**src/rtl/seg_capture.sv**
```systemverilog
// seg_capture: rebuilds the 16-bit hex value and the four dot flags from a
// scanned, active-low one-cold 4-digit seven-segment bus. Each complete frame
// is published with a one-cycle data_valid pulse. A watchdog raises link_lost
// when no frame has been committed for TIMEOUT_CYC cycles.
// Optional feature: define SEG_CAPTURE_CHANGE_ONLY_EN so that data_valid pulses
// only when a committed frame differs from the one already on the outputs.
module seg_capture #(
  parameter logic [15:0] SETTLE_CYC  = 16'd8,
  parameter logic [23:0] TIMEOUT_CYC = 24'd1_000_000
) (
  input  logic        sys_clk,
  input  logic        sys_rst_n,
  input  logic [3:0]  seg_sel,
  input  logic [7:0]  seg_led,
  output logic [15:0] data_out,
  output logic [3:0]  point_out,
  output logic        data_valid,
  output logic        pat_err,
  output logic        seq_err,
  output logic        link_lost
);

  typedef enum logic [1:0] {IDLE, SETTLE, SAMPLED} state_t;

  // True when exactly one digit select line is low.
  function automatic logic one_cold(input logic [3:0] s);
    logic r;
    case (s)
      4'b1110, 4'b1101, 4'b1011, 4'b0111: r = 1'b1;
      default:                            r = 1'b0;
    endcase
    return r;
  endfunction

  // Reverse glyph decode: {valid, nibble}; unknown patterns give nibble 0.
  function automatic logic [4:0] decode(input logic [6:0] p);
    logic [4:0] r;
    case (p)
      7'h3F: r = {1'b1, 4'h0};
      7'h06: r = {1'b1, 4'h1};
      7'h5B: r = {1'b1, 4'h2};
      7'h4F: r = {1'b1, 4'h3};
      7'h66: r = {1'b1, 4'h4};
      7'h6D: r = {1'b1, 4'h5};
      7'h7D: r = {1'b1, 4'h6};
      7'h07: r = {1'b1, 4'h7};
      7'h7F: r = {1'b1, 4'h8};
      7'h6F: r = {1'b1, 4'h9};
      7'h77: r = {1'b1, 4'hA};
      7'h7C: r = {1'b1, 4'hB};
      7'h39: r = {1'b1, 4'hC};
      7'h5E: r = {1'b1, 4'hD};
      7'h79: r = {1'b1, 4'hE};
      7'h71: r = {1'b1, 4'hF};
      default: r = 5'h00;
    endcase
    return r;
  endfunction

  logic [3:0]  sel_meta_reg, sel_sync_reg, sel_prev_reg;
  logic [7:0]  led_meta_reg, led_sync_reg;
  state_t      state_reg, state_next;
  logic [15:0] cnt_reg, cnt_next;
  logic [3:0]  seen_reg, seen_next;
  logic [23:0] wd_reg, wd_next;
  logic [15:0] data_out_reg;
  logic [3:0]  point_out_reg;
  logic        data_valid_reg, pat_err_reg, seq_err_reg;

  logic        sel_change;
  logic        sample;
  logic        commit;
  logic        frame_changed;
  logic [3:0]  slot_hit;
  logic [3:0]  seen_base;
  logic [4:0]  decoded;
  logic [15:0] shadow_data;
  logic [3:0]  shadow_point;

  // Two-flop synchronisers for the asynchronous scan bus.
  always_ff @(posedge sys_clk or negedge sys_rst_n) begin
    if (!sys_rst_n) begin
      sel_meta_reg <= 4'b1111;
      sel_sync_reg <= 4'b1111;
      led_meta_reg <= 8'h00;
      led_sync_reg <= 8'h00;
    end else begin
      sel_meta_reg <= seg_sel;
      sel_sync_reg <= sel_meta_reg;
      led_meta_reg <= seg_led;
      led_sync_reg <= led_meta_reg;
    end
  end

  assign sel_change = (sel_sync_reg != sel_prev_reg);

  // Dwell tracker state register: previous select, settle counter, state.
  always_ff @(posedge sys_clk or negedge sys_rst_n) begin
    if (!sys_rst_n) begin
      sel_prev_reg <= 4'b1111;
      state_reg    <= IDLE;
      cnt_reg      <= 16'd0;
    end else begin
      sel_prev_reg <= sel_sync_reg;
      state_reg    <= state_next;
      cnt_reg      <= cnt_next;
    end
  end

  // Next-state logic: any select change restarts the dwell; a settled dwell
  // is sampled exactly once.
  always_comb begin
    state_next = state_reg;
    cnt_next   = cnt_reg;
    sample     = 1'b0;
    if (sel_change) begin
      cnt_next   = 16'd0;
      state_next = one_cold(sel_sync_reg) ? SETTLE : IDLE;
    end else begin
      case (state_reg)
        IDLE: cnt_next = 16'd0;
        SETTLE: begin
          if (cnt_reg == SETTLE_CYC) begin
            sample     = 1'b1;
            state_next = SAMPLED;
          end else begin
            cnt_next = cnt_reg + 16'd1;
          end
        end
        SAMPLED: state_next = SAMPLED;
        default: state_next = IDLE;
      endcase
    end
  end

  assign decoded   = decode(led_sync_reg[6:0]);
  assign slot_hit  = sample ? ~sel_prev_reg : 4'b0000;
  assign commit    = (seen_reg == 4'b1111);
  // A commit and a sample may coincide; the sample lands in the cleared set.
  assign seen_base = commit ? 4'b0000 : seen_reg;
  assign seen_next = seen_base | slot_hit;

`ifdef SEG_CAPTURE_CHANGE_ONLY_EN
  assign frame_changed = ({shadow_point, shadow_data} != {point_out_reg, data_out_reg});
`else
  assign frame_changed = 1'b1;
`endif

  // Per-digit shadow registers, written when that digit is sampled.
  generate
    for (genvar gi = 0; gi < 4; gi++) begin : g_slot
      logic [3:0] nib_reg;
      logic       dot_reg;
      // Capture nibble and dot for this digit on its sample.
      always_ff @(posedge sys_clk or negedge sys_rst_n) begin
        if (!sys_rst_n) begin
          nib_reg <= 4'h0;
          dot_reg <= 1'b0;
        end else if (slot_hit[gi]) begin
          nib_reg <= decoded[3:0];
          dot_reg <= led_sync_reg[7];
        end
      end
      assign shadow_data[4*gi +: 4] = nib_reg;
      assign shadow_point[gi]       = dot_reg;
    end
  endgenerate

  // Frame assembly, commit, error pulses and watchdog.
  always_ff @(posedge sys_clk or negedge sys_rst_n) begin
    if (!sys_rst_n) begin
      seen_reg       <= 4'b0000;
      data_out_reg   <= 16'h0000;
      point_out_reg  <= 4'b0000;
      data_valid_reg <= 1'b0;
      pat_err_reg    <= 1'b0;
      seq_err_reg    <= 1'b0;
      wd_reg         <= 24'd0;
    end else begin
      seen_reg       <= seen_next;
      pat_err_reg    <= sample & ~decoded[4];
      seq_err_reg    <= |(seen_base & slot_hit);
      data_valid_reg <= commit & frame_changed;
      wd_reg         <= wd_next;
      if (commit) begin
        data_out_reg  <= shadow_data;
        point_out_reg <= shadow_point;
      end
    end
  end

  // Watchdog counter saturates at the timeout and restarts on every commit.
  always_comb begin
    wd_next = wd_reg;
    if (commit)
      wd_next = 24'd0;
    else if (wd_reg != TIMEOUT_CYC)
      wd_next = wd_reg + 24'd1;
  end

  assign data_out   = data_out_reg;
  assign point_out  = point_out_reg;
  assign data_valid = data_valid_reg;
  assign pat_err    = pat_err_reg;
  assign seq_err    = seq_err_reg;
  assign link_lost  = (wd_reg == TIMEOUT_CYC);

endmodule

```
**config.mk**
```make
export PLATFORM = sky130hd
export DESIGN_NAME = seg_capture
export DESIGN_NICKNAME = d
export VERILOG_FILES = /design/src/rtl/seg_capture.sv
export SDC_FILE = /design/constraint.sdc
export NUM_CORES = 1
export LEC_CHECK = 0
export ABC_CLOCK_PERIOD_IN_PS = 6200
export BUFFER_PORTS_ARGS = -buffer_cell sky130_fd_sc_hd__buf_4
export CELL_PAD_IN_SITES_DETAIL_PLACEMENT = 1
export CELL_PAD_IN_SITES_GLOBAL_PLACEMENT = 1
export CORE_MARGIN = 3
export CORE_UTILIZATION = 45
export CTS_CLUSTER_SIZE = 20
export DETAILED_ROUTE_END_ITERATION = 12
export PLACE_DENSITY_LB_ADDON = 0.1
export SYNTH_ARGS = -nofsm -noshare
export SYNTH_HDL_FRONTEND = slang
export SYNTH_SLANG_ARGS = --single-unit
export TNS_END_PERCENT = 10
```
**constraint.sdc**
```tcl
create_clock -name sys_clk -period 6.2 [get_ports sys_clk]
set_clock_uncertainty 0.1 [all_clocks]
set_input_delay 0.62 -clock sys_clk [delete_from_list [all_inputs] [get_ports sys_clk]]
set_output_delay 0.62 -clock sys_clk [all_outputs]
set_load 0.02 [all_outputs]
```
; After elaboration in Yosys (flattened, before gate mapping)
; Index checks and enable logic that the tools add are counted.
[word_totals]
output_inout_bits = 24
register_bits = 117
[op_classes]
muxes = 17
n_bitwise = 5
eq_ne = 30
add_sub_neg = 2
n_reduce_logical = 7
[ops]
columns = cell, n
row1 = $eq 7x7->1 const B, 12
row2 = $pmux 5 s16, 1
row3 = $mux 24, 2
row4 = $mux 16, 2
row5 = $pmux 16 s2, 1
row6 = $add 24x1->24 const B, 1
row7 = $eq 24x20->1 const B, 1
row8 = $ne 24x20->1 const B, 1
row9 = $add 16x1->16 const B, 1
row10 = $eq 16x4->1 const B, 1
row11 = $eq 4x4->1 const B, 4
row12 = $eq 7x3->1 const B, 2
row13 = $eq 7x6->1 const B, 2
row14 = $mux 4, 2
row15 = $reduce_or 4->1, 2
row16 = $mux 1, 6
row17 = $ne 3x3->1 const B, 2
row18 = $pmux 2 s3, 1
row19 = $and 4x4->4, 1
row20 = $eq 4x3->1 const B, 1
row21 = $mux 2, 2
row22 = $ne 4x4->1, 1
row23 = $not 4->4, 1
row24 = $or 4x4->4, 1
row25 = 9 further kinds, 10

; Logic depth before layout (Yosys ltp)
[depth]
ltp_word = 7
mapped_depth = 7
depth_no_buf = 6

; Least setup slack after synthesis
; Ideal clock, no wire load.
[synth_timing]
path_kind = register -> register
start = register cnt_reg[0]
end = register g_slot[2].nib_reg[0]
required_time_ps = 5975
path_slack_ps = 4071
t_arrival_ps = 1904
path_stages_with_launch = 7
path_cell_list = dfrtp_1 -> inv_1 -> ha_1 -> and4bb_1 -> nand4_1 -> nor4_2 -> mux2_2
[synth_via]
elab_chain_len = 5
[synth_rtl]
columns = element, line_no
row1 = "start, declared", 63  ; logic [15:0] cnt_reg, cnt_next;
row2 = "start signal, assigned", 106  ; cnt_reg <= cnt_next;
row3 = $eq 16x4->1, 123  ; if (cnt_reg == SETTLE_CYC) begin
row4 = $mux 1, 123
row5 = $mux 1, 120  ; case (state_reg)
row6 = $mux 1, 116  ; if (sel_change) begin
row7 = $mux 4, 137  ; assign slot_hit = sample ? ~sel_prev_reg : 4'b0000;
row8 = "end signal, assigned", 160  ; nib_reg <= decoded[3:0];
row9 = "end, declared", 152  ; logic [3:0] nib_reg;
; Every way passes these cells.
; A chain may end at the register's enable or synchronous reset.

; Worst setup path after layout
[layout_timing]
start = register wd_reg[20]
end = output port link_lost
[layout_via]
elab_chain_len = 1
[layout_rtl]
columns = element, line_no
row1 = "start, declared", 65  ; logic [23:0] wd_reg, wd_next;
row2 = "start signal, assigned", 184  ; wd_reg <= wd_next;
row3 = $eq 24x20->1, 206  ; assign link_lost = (wd_reg == TIMEOUT_CYC);
row4 = "end, declared", 20  ; output logic link_lost
; Every way passes these cells.

==> impl_metrics.tcl <==
set metrics [dict create \
    outcome "completed" \
    cp_max_fo 6 \
    cts_root_buf "clkbuf_16" \
    drt-pass1-iter-count 4 \
    tightestPinTransition_ps 891.3 \
    die_area_um2 13210 \
    start_util_pct 46.38 \
    met2_length_mm 5.990 \
    worstSetupEndpointType "output port" \
    cts_buffer_depth 2 \
    ys_seq_area_share_pct 55.09 \
    num-nets-final 566 \
    first_global_vias 4233 \
    hold_viol_final 0 \
    top_layer "met4" \
    antenna_found_initial 0 \
    worstSetupPathType "reg2out" \
    die_w_um 115.0 \
    yosys_warnings 0 \
    slew_headroom_pct 40.58 \
    arrival_ps 1920 \
    synthFlopType "dfrtp_1" \
    rows 39 \
    place_hpwl_mm 8.141 \
    synth_most_common_cell "dfrtp_1" \
    routedLengthMet1_mm 5.650 \
    drcViolationCount 0 \
    synth_cells 509 \
    numCtsBuffers 17 \
    grt_pass1_wl_mm 21.16 \
    setup_tns_ps 0 \
    async_reset_ff_share_pct 100.0 \
    vdd_drop_max_uv 191.1 \
    postCtsSetupBuffers 0 \
    finalMaxSlewViolations 0 \
    power_density_nw_per_um2 288.0 \
    cts_resized 0 \
    num_vias 4013 \
    diodes 0 \
    drt-vias-per-instance 5.717 \
    fmax_mhz 379.3 \
    postRouteAntennaNets 0 \
    postCtsHoldBufs 0 \
    hold_path_class "in2reg" \
    netlist_top_cells_area "dfrtp_1 49%, nand2_1 6.3%, dfstp_2 5.9%, mux2_2 3.2%, nand4_1 1.9%" \
    ys_ff_latch 117 \
    wl_per_cell_um 17.52 \
    grt_max_degree 71 \
    period_share_pct 42.52 \
    clk_pin_slew_worst_paths_ps 50 \
    worstPathRequired_ps 5480 \
    placed_cell_area_um2 5731 \
    setup_viol 0 \
    cts_sinks 117 \
    portBuffers 37 \
    area_growth_pct 18.48 \
    rsz0062_at_grt "no" \
    fin_util_pct 54.95 \
    cts_tree "done" \
    largest_reg_flops 24 \
    synth_area_leader_cell "dfrtp_1" \
    syn_area_um2 5341 \
    synth.top_cell.area_share_pct 49.19 \
    finalCriticalPeriod_ps 2636 \
    avgSynthCellArea_um2 10.49 \
    drive_gt1_share_pct 19.50 \
    yosys-top-cells-count "105 x dfrtp_1, 89 x nand2_1, 21 x nor2_1, 20 x clkbuf_1, 20 x inv_1" \
    power_uw 1823 \
    clock_latency_ps 420 \
    synth_fp_nets 529 \
    route.met3.wl_um 431 \
    overflow 0 \
    ioPinCount 38 \
    track_usage_pct 20.45 \
    synth_edf_count 0 \
    p_leak_uw 0.002878 \
    design_area_um2 6329 \
    coreArea_um2 11520 \
    gp_congestion 0.7886 \
    die_y_um 115.0 \
    finalWirelength_mm 12.30 \
    drtIter0Drc 217 \
    htreeDepth 4 \
    r2r_setup_slack_ps 3630 \
    drv_cap 0 \
    yosysUniqueCellTypes 62 \
    crit_path_start_kind "flip-flop" \
]
-- through the flow --
step | setup WS, ps | hold WS [ps] | std cells
floorplan | 4071 | 224.4 | 509
global placement | 3730 | 232.1 | 670
detailed placement | 3652 | 236.3 | 670
CTS | 3560 | 188.6 | 702
global route | 3337 | 192.6 | 702
finish | 3564 | 211.4 | 702
-- worst paths after layout --
path,startpoint,to,cells after the start
worst max-delay path,wd_reg[20]$_DFFE_PN0P_,link_lost,4
worst min-delay path,seg_sel[2],sel_meta_reg[2]$_DFF_PN1_,1
worst max register to register,cnt_reg[12]$_DFFE_PN0P_,g_slot[1].nib_reg[3]$_DFFE_PN0P_,4
worst min register to register,led_meta_reg[5]$_DFF_PN0_,led_sync_reg[5]$_DFF_PN0_,0
max in group asynchronous,sys_rst_n,g_slot[2].nib_reg[0]$_DFFE_PN0P_,2
min in group asynchronous,sys_rst_n,data_out[0]$_DFFE_PN0N_,1
-- logic make-up after synthesis --
kind of cell | count (synthesis) | synth area share, %
flops | 117 | 55.09
buf+inv | 42 | 3.092
mux | 22 | 4.591
compound gates | 75 | 9.159
xor+xnor | 18 | 2.951
simple gates | 229 | 23.71
fa+ha+maj | 6 | 1.405
-- cell type report --
| cell class | instances | area, um2 |
|---|---|---|
| Tap cell | 143 | 178.9 |
| Fill cell | 1260 | 5187 |
| Multi-Input combinational cell | 350 | 2233 |
| Sequential cell | 117 | 2943 |
| Inverter | 20 | 75.07 |
| Clock inverter | 8 | 96.34 |
| Clock buffer | 24 | 501.7 |
| Timing Repair Buffer | 40 | 300.3 |
-- metal layers --
layer	up-vias	track usage, %
met1	2026	26.22
li1	1904	-
met5	-	0
met2	63	32.79
met3	20	5.526
met4	0	8.607
-- report_power, final --
| part | switching [uW] | internal [uW] | total, uW |
|---|---|---|---|
| Clock | 335 | 642 | 976 |
| Combinational | 36.3 | 18.3 | 54.5 |
| Sequential | 13.9 | 778 | 792 |
-- critical path, stage by stage (launching register included) --
cell	delay, ps
dfrtp_1	460
nor4b_1	520
nand3_1	230
nor2_1	140
buf_4	150
-- cells in the final DEF, fill, tap and decap left out, types with 3 or more instances in the layout --
cell       netlist  layout
a211o_1          3       3
a21oi_1         18      18
a31oi_1          4       4
and3_1           6       6
and4_1           5       5
buf_4            0      40
clkbuf_16        0      17
clkbuf_8         0       5
clkinv_2         0       4
dfrtp_1        105     105
dfstp_2         12      12
ha_1             6       6
inv_1           20      20
mux2_1           5       5
mux2_2          15      15
nand2_1         89      89
nand2b_1         4       4
nand3_1         17      17
nand3b_1         6       6
nand4_1         16      16
nor2_1          21      21
nor3_1           7       7
nor4_1          12      12
nor4b_1          3       3
o211ai_1         6       6
o21a_1           3       3
o21ai_0         12      12
o21ai_1          3       3
o22ai_1          5       5
o31ai_1          8       8
or3_1            8       8
or4_1           10      10
xnor2_1         11      11
xor2_1           7       7
Power figures use the tool's default switching activity.
